[config.mk]
export PLATFORM = sky130hd
export DESIGN_NAME = uart_rx_fifo
export DESIGN_NICKNAME = d
export VERILOG_FILES = /design/src/rtl/uart_pkg.sv /design/src/rtl/uart_fifo_mem.sv /design/src/rtl/uart_rx_fifo.sv
export SDC_FILE = /design/constraint.sdc
export NUM_CORES = 1
export LEC_CHECK = 0
export ABC_AREA = 1
export CORE_MARGIN = 8
export CORE_UTILIZATION = 50
export CTS_BUF_LIST = sky130_fd_sc_hd__clkbuf_4
export DETAILED_ROUTE_END_ITERATION = 8
export DONT_BUFFER_PORTS = 1
export GPL_ROUTABILITY_DRIVEN = 0
export PLACE_DENSITY = 0.64
export RECOVER_POWER = 50
export SETUP_SLACK_MARGIN = 0.1
export SLEW_MARGIN = 15
export SYNTH_ARGS = -nofsm -noshare
export SYNTH_HDL_FRONTEND = slang
export SYNTH_HIERARCHICAL = 1
export SYNTH_SLANG_ARGS = --single-unit
[constraint.sdc]
create_clock -name clk -period 2.45 [get_ports clk]
set_clock_uncertainty 0.15 [all_clocks]
set_input_delay 0.49 -clock clk [delete_from_list [all_inputs] [get_ports clk]]
set_output_delay 0.49 -clock clk [all_outputs]
set_load 0.05 [all_outputs]
[src/rtl/uart_pkg.sv]
// Shared defaults and sizing helpers for the UART receive FIFO slice.
package uart_pkg;

  localparam int unsigned DATA_W_DEF = 8;
  localparam int unsigned DEPTH_DEF  = 8;

  // Pointer width for a FIFO of the given depth.
  function automatic int unsigned ptr_w(input int unsigned depth);
    return (depth > 1) ? $clog2(depth) : 1;
  endfunction

endpackage

[src/rtl/uart_fifo_mem.sv]
// DEPTH x DATA_W register array: one synchronous write port, one asynchronous read port.
module uart_fifo_mem
  import uart_pkg::*;
#(
  parameter int unsigned DATA_W = DATA_W_DEF,
  parameter int unsigned DEPTH  = DEPTH_DEF
) (
  input  logic                      clk,
  input  logic                      wr_en,
  input  logic [ptr_w(DEPTH)-1:0]   wr_addr,
  input  logic [DATA_W-1:0]         wr_data,
  input  logic [ptr_w(DEPTH)-1:0]   rd_addr,
  output logic [DATA_W-1:0]         rd_data
);

  logic [DATA_W-1:0] mem [DEPTH];

  always_ff @(posedge clk) begin
    if (wr_en) begin
      mem[wr_addr] <= wr_data;
    end
  end

  assign rd_data = mem[rd_addr];

endmodule

[src/rtl/uart_rx_fifo.sv]
// UART receive FIFO: pointer/occupancy control, sticky error flags and a registered CPU interrupt.
module uart_rx_fifo
  import uart_pkg::*;
#(
  parameter int unsigned DATA_W = DATA_W_DEF,
  parameter int unsigned DEPTH  = DEPTH_DEF
) (
  input  logic                     clk,
  input  logic                     rst,
  input  logic [DATA_W-1:0]        rx_data,
  input  logic                     rx_valid,
  input  logic                     rx_ferr,
  input  logic                     rd_en,
  output logic [DATA_W-1:0]        rd_data,
  output logic                     empty,
  output logic                     full,
  output logic [ptr_w(DEPTH):0]    count,
  input  logic                     int_en,
  output logic                     int0,
  output logic                     ovf,
  output logic                     ferr,
  input  logic                     clr_err
);

  localparam int unsigned PW = ptr_w(DEPTH);
  localparam int unsigned CW = PW + 1;

  logic [PW-1:0]     wr_ptr;
  logic [PW-1:0]     rd_ptr;
  logic [DATA_W-1:0] head;
  logic              wr_req;
  logic              push;
  logic              pop;
  logic              ovf_set;
  logic              ferr_set;

  assign empty = (count == '0);
  assign full  = (count == CW'(DEPTH));

  // A pop in the same cycle frees the slot, so a write into a full FIFO is still accepted.
  always_comb begin
    wr_req   = rx_valid & ~rx_ferr;
    pop      = rd_en & ~empty;
    push     = wr_req & (~full | pop);
    ovf_set  = wr_req & full & ~pop;
    ferr_set = rx_valid & rx_ferr;
  end

  uart_fifo_mem #(
    .DATA_W (DATA_W),
    .DEPTH  (DEPTH)
  ) u_mem (
    .clk     (clk),
    .wr_en   (push),
    .wr_addr (wr_ptr),
    .wr_data (rx_data),
    .rd_addr (rd_ptr),
    .rd_data (head)
  );

  always_ff @(posedge clk or posedge rst) begin
    if (rst) begin
      wr_ptr  <= '0;
      rd_ptr  <= '0;
      count   <= '0;
      rd_data <= '0;
    end else begin
      if (push) begin
        wr_ptr <= wr_ptr + PW'(1);
      end
      if (pop) begin
        rd_ptr  <= rd_ptr + PW'(1);
        rd_data <= head;
      end
      if (push && !pop) begin
        count <= count + CW'(1);
      end else if (!push && pop) begin
        count <= count - CW'(1);
      end
    end
  end

  // Error sets take priority over a coincident clear.
  always_ff @(posedge clk or posedge rst) begin
    if (rst) begin
      ovf  <= 1'b0;
      ferr <= 1'b0;
      int0 <= 1'b0;
    end else begin
      ovf  <= ovf_set  | (ovf  & ~clr_err);
      ferr <= ferr_set | (ferr & ~clr_err);
      int0 <= int_en & ~empty;
    end
  end

endmodule

# ---- Word-level counts from Yosys, hierarchy flattened
# Memories as Yosys holds them, arrays and structs flattened. A register that Yosys moved wholly into a read port is not among the register bits.
# Cells that the tools add are included.
dict set report classes {
  addsub 4
  multipliers 0
  n_div 0
  order_cmp 0
  eq_ne 1
  shift 0
  n_mux 4
  bitwise 17
  reduce_logical 6
}
# op n
set ops {}
lappend ops {{AND 1 bit} 9}
lappend ops {{two-way mux 4 bit} 2}
lappend ops {{adder 3 x 1 -> 3 bit, second input constant} 2}
lappend ops {{NOT 1 bit} 5}
lappend ops {{adder 4 x 1 -> 4 bit, second input constant} 1}
lappend ops {{== test 4 bit, second input constant} 1}
lappend ops {{zero test 4 bit} 1}
lappend ops {{subtractor 4 x 1 -> 4 bit, second input constant} 1}
lappend ops {{bitwise OR 1 bit} 3}
lappend ops {{logical AND 1 bit} 2}
lappend ops {{zero test 1 bit} 2}
lappend ops {{two-way mux 1 bit} 2}
lappend ops {{nonzero test 2 bit} 1}
dict set report totals {
  reg_bits 13
  latch_bits 0
  ram_bits 64
  mem_bits_ro 0
  inputBits 15
  output_inout_bits 17
  wordCells 39
  memories 1
}
# memory depth width rd rd_clocked_by_memory_dff wr line_no
set memory_table {}
lappend memory_table {u_mem.mem 8 8 1 1 1 uart_fifo_mem.sv:16} ;# logic [DATA_W-1:0] mem [DEPTH];

# ---- Depth between registers and ports, before layout
# Gate-level depths: netlist of run 1.
dict set report logic_depth {
  ltp_word 9
  ltp_mapped 14
  ltp_nobuf 14
}

# ---- Modules after synthesis
# Netlist of run 1, hierarchy kept.
# mod instances cells_per_inst area_each_um2 seq_area_each_um2
set by_module_without_submodules {}
lappend by_module_without_submodules {uart_fifo_mem 1 295 2890.3 1921.8}
lappend by_module_without_submodules {uart_rx_fifo 1 116 1019.7 525.5}

# ---- Worst setup path before layout of run 1
# No wires, ideal clock.
dict set report synth_path {
  path_type {register to output}
  start {register count[3]}
  end {output full}
  arrival_ns 2.252
  t_required_ns 1.810
  slack_ns -0.442
  path_stages_with_launch 3
  path_buffers 0
  path_cell_list {dfrtp_1 inv_1 nor4_1}
}
dict set report synth_between {
  elab_chain_len 1
}
# item line_no
set synth_lines {}
lappend synth_lines {{start, declared} uart_rx_fifo.sv:17} ;# output logic [ptr_w(DEPTH):0] count,
lappend synth_lines {{start signal, assigned} uart_rx_fifo.sv:76} ;# count <= count + CW'(1);
lappend synth_lines {{start signal, assigned} uart_rx_fifo.sv:78} ;# count <= count - CW'(1);
lappend synth_lines {{== test 4 bit} uart_rx_fifo.sv:38} ;# assign full = (count == CW'(DEPTH));
lappend synth_lines {{end, declared} uart_rx_fifo.sv:16} ;# output logic full,
# No other way between the ends.

# ---- Final worst setup path of run 1
dict set report layout_path {
  start {register count[3]}
  end {output empty}
}
dict set report layout_between {
  elab_chain_len 1
}
# item line_no
set layout_lines {}
lappend layout_lines {{zero test 4 bit} uart_rx_fifo.sv:37} ;# assign empty = (count == '0);
lappend layout_lines {{end, declared} uart_rx_fifo.sv:15} ;# output logic empty,
# No other way between the ends.

==> results_dict.tcl, run 1 <==
set metrics [dict create \
    synth-seq-cells 85 \
    synthXorXnorAreaFrac_pct 1.12 \
    fin_tns_setup_ps 0 \
    firstDrtPassIters 4 \
    final_common_cell "nand2_1" \
    ir_drop_uv 502 \
    synth_top_area_share_pct 49.2 \
    numClockSinks 85 \
    wl_per_cell_um 14.4 \
    area_delta_synth_final_pct 12.5 \
    drcViolationCount 0 \
    first_iter_violations 158 \
    r2r-start "count[1]" \
    max_freq_ghz 0.439 \
    synth_top_family_by_area "simple AND/OR/NAND/NOR gates" \
    io_buffers 0 \
    clk_path_buf_depth 2 \
    whs_ps 33.0 \
    syn_avg_cell_area_um2 9.51 \
    criticalPathCategory "reg -> out" \
    layout_min_cycle_time_ps 2280 \
    synth-adder-area-share_pct 2.11 \
    grt_usage_pct 14.8 \
    synthTopCellsByArea "edfxtp_1, nand2_1, dfrtp_1, inv_1, nand3_1" \
    synth.cell_area_mm2 0.00391 \
    powerDensity_mw_per_mm2 1130 \
    drtAntennaViolNets 0 \
    synthCells 411 \
    setup.worst_path.start_class "flip-flop" \
    muxShareOfSynthArea_pct 0 \
    synth_cell_type_count 23 \
    rsz0062_at_grt "yes" \
    p_leak_nw 2.10 \
    finalCritPeriodShare_pct 92.9 \
    setup_slack_ps 174 \
    hold_path.class "in -> reg" \
    nets 462 \
    avgViaCountPerCell 4.80 \
    report.final.hold_viol_count 0 \
    wirelength_mm 7.90 \
    worstPathRequired_ps 1810 \
    grt_max_degree 35 \
    cp_max_fo 10 \
    slew_headroom_pct 47.3 \
    yosys.area_share.simple_pct 22.3 \
    core_mm2 0.00765 \
    drv_cap 0 \
    critical_path_arrival_ps 1640 \
    antenna_found_initial 0 \
    pin_count 32 \
    path_clk_slew_ps 130 \
    dieHeight_um 104 \
    mostFrequentLayoutCells "nand2_1, inv_1, edfxtp_1, nand3_1, buf_4" \
    holdPathStages 2 \
    finalSetupViolCount 0 \
    grt_pass1_vias 2566 \
    die-width_um 104 \
    pre_cts_slack_ps 165 \
    num_vias 2631 \
    cts_root_buffer "clkbuf_4" \
    worstSetupEndpointType "primary output" \
    grt_pass1_wl_mm 12.6 \
    status "complete, no violations" \
    rows 32 \
    start_util_pct 51.1 \
    grt_overflow 0 \
    clk_latency_ps 420 \
    cts_tree "done" \
    utilization_pct 57.5 \
    dieArea_mm2 0.0109 \
    ys_warn_count 6 \
    synth_compound_area_share_pct 0.544 \
    synth_nets 432 \
    drive_above_1_share_pct 11.2 \
    hpwl_mm 5.18 \
    reg2regPathDepth 12 \
    regToRegSetupSlack_ps 230 \
    hp-start "rx_ferr" \
    cts_made_buffers 9 \
    synth.largest_area_cell "edfxtp_1" \
    htreeDepth 3 \
    hold-path-endpoint "ferr" \
    r2r_end "count[3]" \
    drv_slew 0 \
    antenna_cells 0 \
    ys_seq_area_share_pct 62.6 \
    tightest_slew_ps 789 \
]
## cell type report
type,instances,area (µm²)
Sequential cell,85,2450
Tap cell,102,128
Clock inverter,7,123
Multi-Input combinational cell,228,1040
Inverter,84,319
Timing Repair Buffer,33,268
Fill cell,663,3250
Clock buffer,9,67.6
## cells in the mapped netlist, drive strengths merged
cell	number
nand2	152
inv	84
edfxtp	64
nand3	46
dfrtp	21
buf	14
nor2	11
ha	5
xnor2	4
o21ai	3
fa	1
nand3b	1
nand4	1
nor4	1
o22ai	1
or2	1
xor2	1
## metrics by stage
stage               cells  cell area (µm²)  total power [mW]
global placement      520             4090              3.91
detailed placement    520             4090              3.96
floorplan             411             3920              3.60
global route          548             4400              5.32
finish                548             4400              4.97
CTS                   547             4390              5.00
## flip-flops by register name, indices dropped and copies added, names as in the netlist
| signal | count |
|---|---|
| ferr | 1 |
| rd_data | 8 |
| count | 4 |
| ovf | 1 |
| int0 | 1 |
| wr_ptr | 3 |
| u_mem/mem | 64 |
| rd_ptr | 3 |
## critical path: stages (launching register included)
cell and delay (ps):
dfrtp_2 400, inv_1 80, nand3_1 100, buf_4 170, clkinvlp_2 460
## kinds of logic (layout without fill, tap and decap cells)
family                   after synthesis  after routing
AO/OA/AOI/OAI                          4              4
XOR/XNOR                               5              5
adder cells (fa/ha/maj)                6              6
buffers and inverters                 98            133
flip-flops                            85             85
AND/OR/NAND/NOR                      213            213
## power by group
part | internal (mW) | leakage (nW) | switching [mW]
Combinational | 0.590 | 1.17 | 1.21
Sequential | 1.77 | 0.832 | 0.381
Clock | 0.522 | 0.101 | 0.490
Total | 2.89 | 2.10 | 2.09
## worst max path at each step
stage          startpoint       end  depth (start not counted)
3_3_place_gp      rx_ferr  count[3]                         13
4_1_cts          count[3]     empty                          4
2_1_floorplan    count[1]  count[3]                         12
3_5_place_dp      rx_ferr  count[3]                         13
6_report         count[3]     empty                          4
5_1_grt          count[1]  count[3]                         12
## metal layers
layer	track usage (%)	routed length, µm
met1	17.2	3470
met5	0	0
met3	3.59	381
met2	25.3	3870
met4	6.41	186
## timing repair
item / in CTS / in global routing
hold endpoints to repair: 88 / 0
buffers inserted: 0 / 1
endpoints found under the setup margin: 0 / 2
resized for setup: 0 / 3
hold buffers: 11 / 0
(Power assumes the default switching activity.)
==> run 2, diff against run 1 <==
--- a/config.mk
+++ b/config.mk
@@ -12,6 +12,7 @@
 export DETAILED_ROUTE_END_ITERATION = 8
 export DONT_BUFFER_PORTS = 1
 export GPL_ROUTABILITY_DRIVEN = 0
+export GPL_TIMING_DRIVEN = 1
 export PLACE_DENSITY = 0.64
 export RECOVER_POWER = 50
 export SETUP_SLACK_MARGIN = 0.1
==> results of run 2 <==
No change in the layout: final DEF, timing and power equal those of run 1.
==> run 3, diff against run 2 <==
--- a/config.mk
+++ b/config.mk
@@ -9,11 +9,11 @@
 export CORE_MARGIN = 8
 export CORE_UTILIZATION = 50
 export CTS_BUF_LIST = sky130_fd_sc_hd__clkbuf_4
+export CTS_CLUSTER_DIAMETER = 150
 export DETAILED_ROUTE_END_ITERATION = 8
-export DONT_BUFFER_PORTS = 1
 export GPL_ROUTABILITY_DRIVEN = 0
 export GPL_TIMING_DRIVEN = 1
-export PLACE_DENSITY = 0.64
+export PLACE_DENSITY = 0.69
 export RECOVER_POWER = 50
 export SETUP_SLACK_MARGIN = 0.1
 export SLEW_MARGIN = 15
==> run 3 against run 2 <==
  * Design area is 4.2% higher
  * Final cell count is 4.9% higher
  * Maximum frequency is 0.49% lower
  * Via count is 0.99% higher
  * First-iteration DRC count is 35% lower
  * Wire length is 6.1% lower
  * Clock-buffer cell count stayed put
  * Critical path depth is 1 higher
  * Largest power group is now combinational cells
==> results_dict.tcl, run 3 (synthesis gave the netlist of run 1 again) <==
set metrics [dict create \
    power_frac_comb_pct 44.9 \
    first_iter_violations 103 \
    nets 489 \
    hold_path.class "reg -> reg" \
    die-width_um 104 \
    htreeDepth 3 \
    drv_slew 0 \
    reg_top3 "u_mem/mem: 64 flops, rd_data: 8 flops, count: 4 flops" \
    largest_reg_flops 64 \
    whs_ps 332 \
    cp_num_cells 5 \
    num_vias 2657 \
    dp.cells 555 \
    powerDensity_mw_per_mm2 1080 \
    cpMaxStageDelayCell "dfrtp_2" \
    wirelength_mm 7.42 \
    grt_max_degree 35 \
    hp-start "rd_data[0]" \
    criticalPathCategory "reg -> out" \
    cpPeakStageDelay_ps 470 \
    avgViaCountPerCell 4.62 \
    grt_pass1_vias 2627 \
    setup.worst_path.start_class "flip-flop" \
    crit_chain "nor2_2, nand3_1, buf_4, inv_1, buf_12" \
    dieArea_mm2 0.0109 \
    worstSetupEndpointType "primary output" \
    antenna_cells 0 \
    clk_path_buf_depth 2 \
    endpoint "empty" \
    p_leak_nw 2.21 \
    sequentialPowerShare_pct 39.1 \
    rsz0062_at_grt "no" \
    drcViolationCount 0 \
    switching_share_pct 42.3 \
    worstPathRequired_ps 1810 \
    core_mm2 0.00765 \
    clk_latency_ps 440 \
    status "complete, no violations" \
    power.share.clock_pct 16.1 \
    p_int_mw 2.86 \
    area_delta_synth_final_pct 17.2 \
    regMostFlops "u_mem/mem" \
    grt_usage_pct 14.5 \
    cp_max_fo 10 \
    final_common_cell "nand2_1" \
    r2r_end "count[3]" \
    regArea_mm2 0.00245 \
    max_freq_ghz 0.437 \
    critPathLaunch "count[1]" \
    crit_family "flip-flops" \
    finalCritPeriodShare_pct 93.3 \
    firstDrtPassIters 4 \
    tightest_slew_ps 1120 \
    fin_tns_setup_ps 0 \
    power_switching_mw 2.09 \
    start_util_pct 51.1 \
    regToRegSetupSlack_ps 310 \
    finalSetupViolCount 0 \
    nFillCells 630 \
    report.final.hold_viol_count 0 \
    ctsHoldBuffers 0 \
    rows 32 \
    wl_per_cell_um 12.9 \
    cts_made_buffers 9 \
    io_buffers 31 \
    drtAntennaViolNets 0 \
    final_cells 575 \
    pin_count 32 \
    cp_num_buf_inv 3 \
    drv_cap 0 \
    r2r-start "count[1]" \
    ir_drop_uv 489 \
    layout_min_cycle_time_ps 2290 \
    cts_tree "done" \
    cts_root_buffer "clkbuf_4" \
    numClockSinks 85 \
    drive_above_1_share_pct 11.6 \
    reg2regPathDepth 12 \
    hpwl_mm 5.04 \
    dieHeight_um 104 \
    grt_overflow 0 \
    slew_headroom_pct 25.5 \
    multi_input_area_mm2 0.00103 \
    mostFrequentLayoutCells "nand2_1, inv_1, edfxtp_1, nand3_1, buf_4" \
    grt_pass1_wl_mm 12.5 \
    path_clk_slew_ps 140 \
    antenna_found_initial 0 \
    critical_path_arrival_ps 1650 \
]
## run 3: worst min path at each step
stage               slack [ps]  depth (start not counted)         end
global route               380                          2  rd_data[7]
finish                     330                          2  rd_data[0]
detailed placement         310                          2  rd_data[5]
global placement           300                          2  rd_data[3]
CTS                        180                          3    count[1]
floorplan                  320                          1        ferr
## run 3: layer usage
| layer | GRT usage [%] | up-vias | part of all wire [%] |
|---|---|---|---|
| met2 | 23.4 | 57 | 48 |
| met4 | 7.34 | 0 | 1.9 |
| li1 | - | 1389 | - |
| met1 | 17.3 | 1201 | 46 |
| met5 | 0 | - | 0 |
| met3 | 4.09 | 10 | 4.6 |
## run 3: worst reg2reg max path: stages, from the launching register on
cell and delay (ps):
dfrtp_2 470, nor2_2 150, nand4_1 120, nand2_1 110
inv_1 60, ha_2 190, inv_2 50, ha_1 230
or2_2 310, nand2_1 70, nand2_1 50, nand3_1 60
nand2_1 50
## run 3: cell type report
cell class | instances | area share [%]
multi-input cells | 228 | 22.5
repair buffers | 60 | 11.3
well taps | 102 | 2.78
inverters | 84 | 6.93
clock inverters | 7 | 1.56
clock buffers | 9 | 1.47
flip-flops and latches | 85 | 53.5
## run 3: power groups by stage
stage	Combinational, mW	Clock (mW)	Sequential, mW
6_report	2.22	0.795	1.93
5_1_grt	2.48	0.876	1.96
4_1_cts	2.18	0.827	1.95
3_5_place_dp	2.19	0	1.98
3_3_place_gp	2.16	0	1.97
2_1_floorplan	1.28	0	2.31
## run 3: metrics by stage
step	area (µm²)	power (mW)	worst slack [ps]	util, %
after global placement	4430	4.13	-105	58.0
after floorplan	3920	3.60	112	-
after detailed placement	4430	4.17	-141	58.0
after global routing	4580	5.32	83.2	59.9
after CTS	4570	4.95	111	59.7
final	4580	4.95	163	59.9
## run 3: what timing repair did
action	in CTS	in global routing
buffers inserted	0	4
resized for setup	4	2
pin swaps	0	0
setup endpoints to repair	4	2
gates cloned	0	0
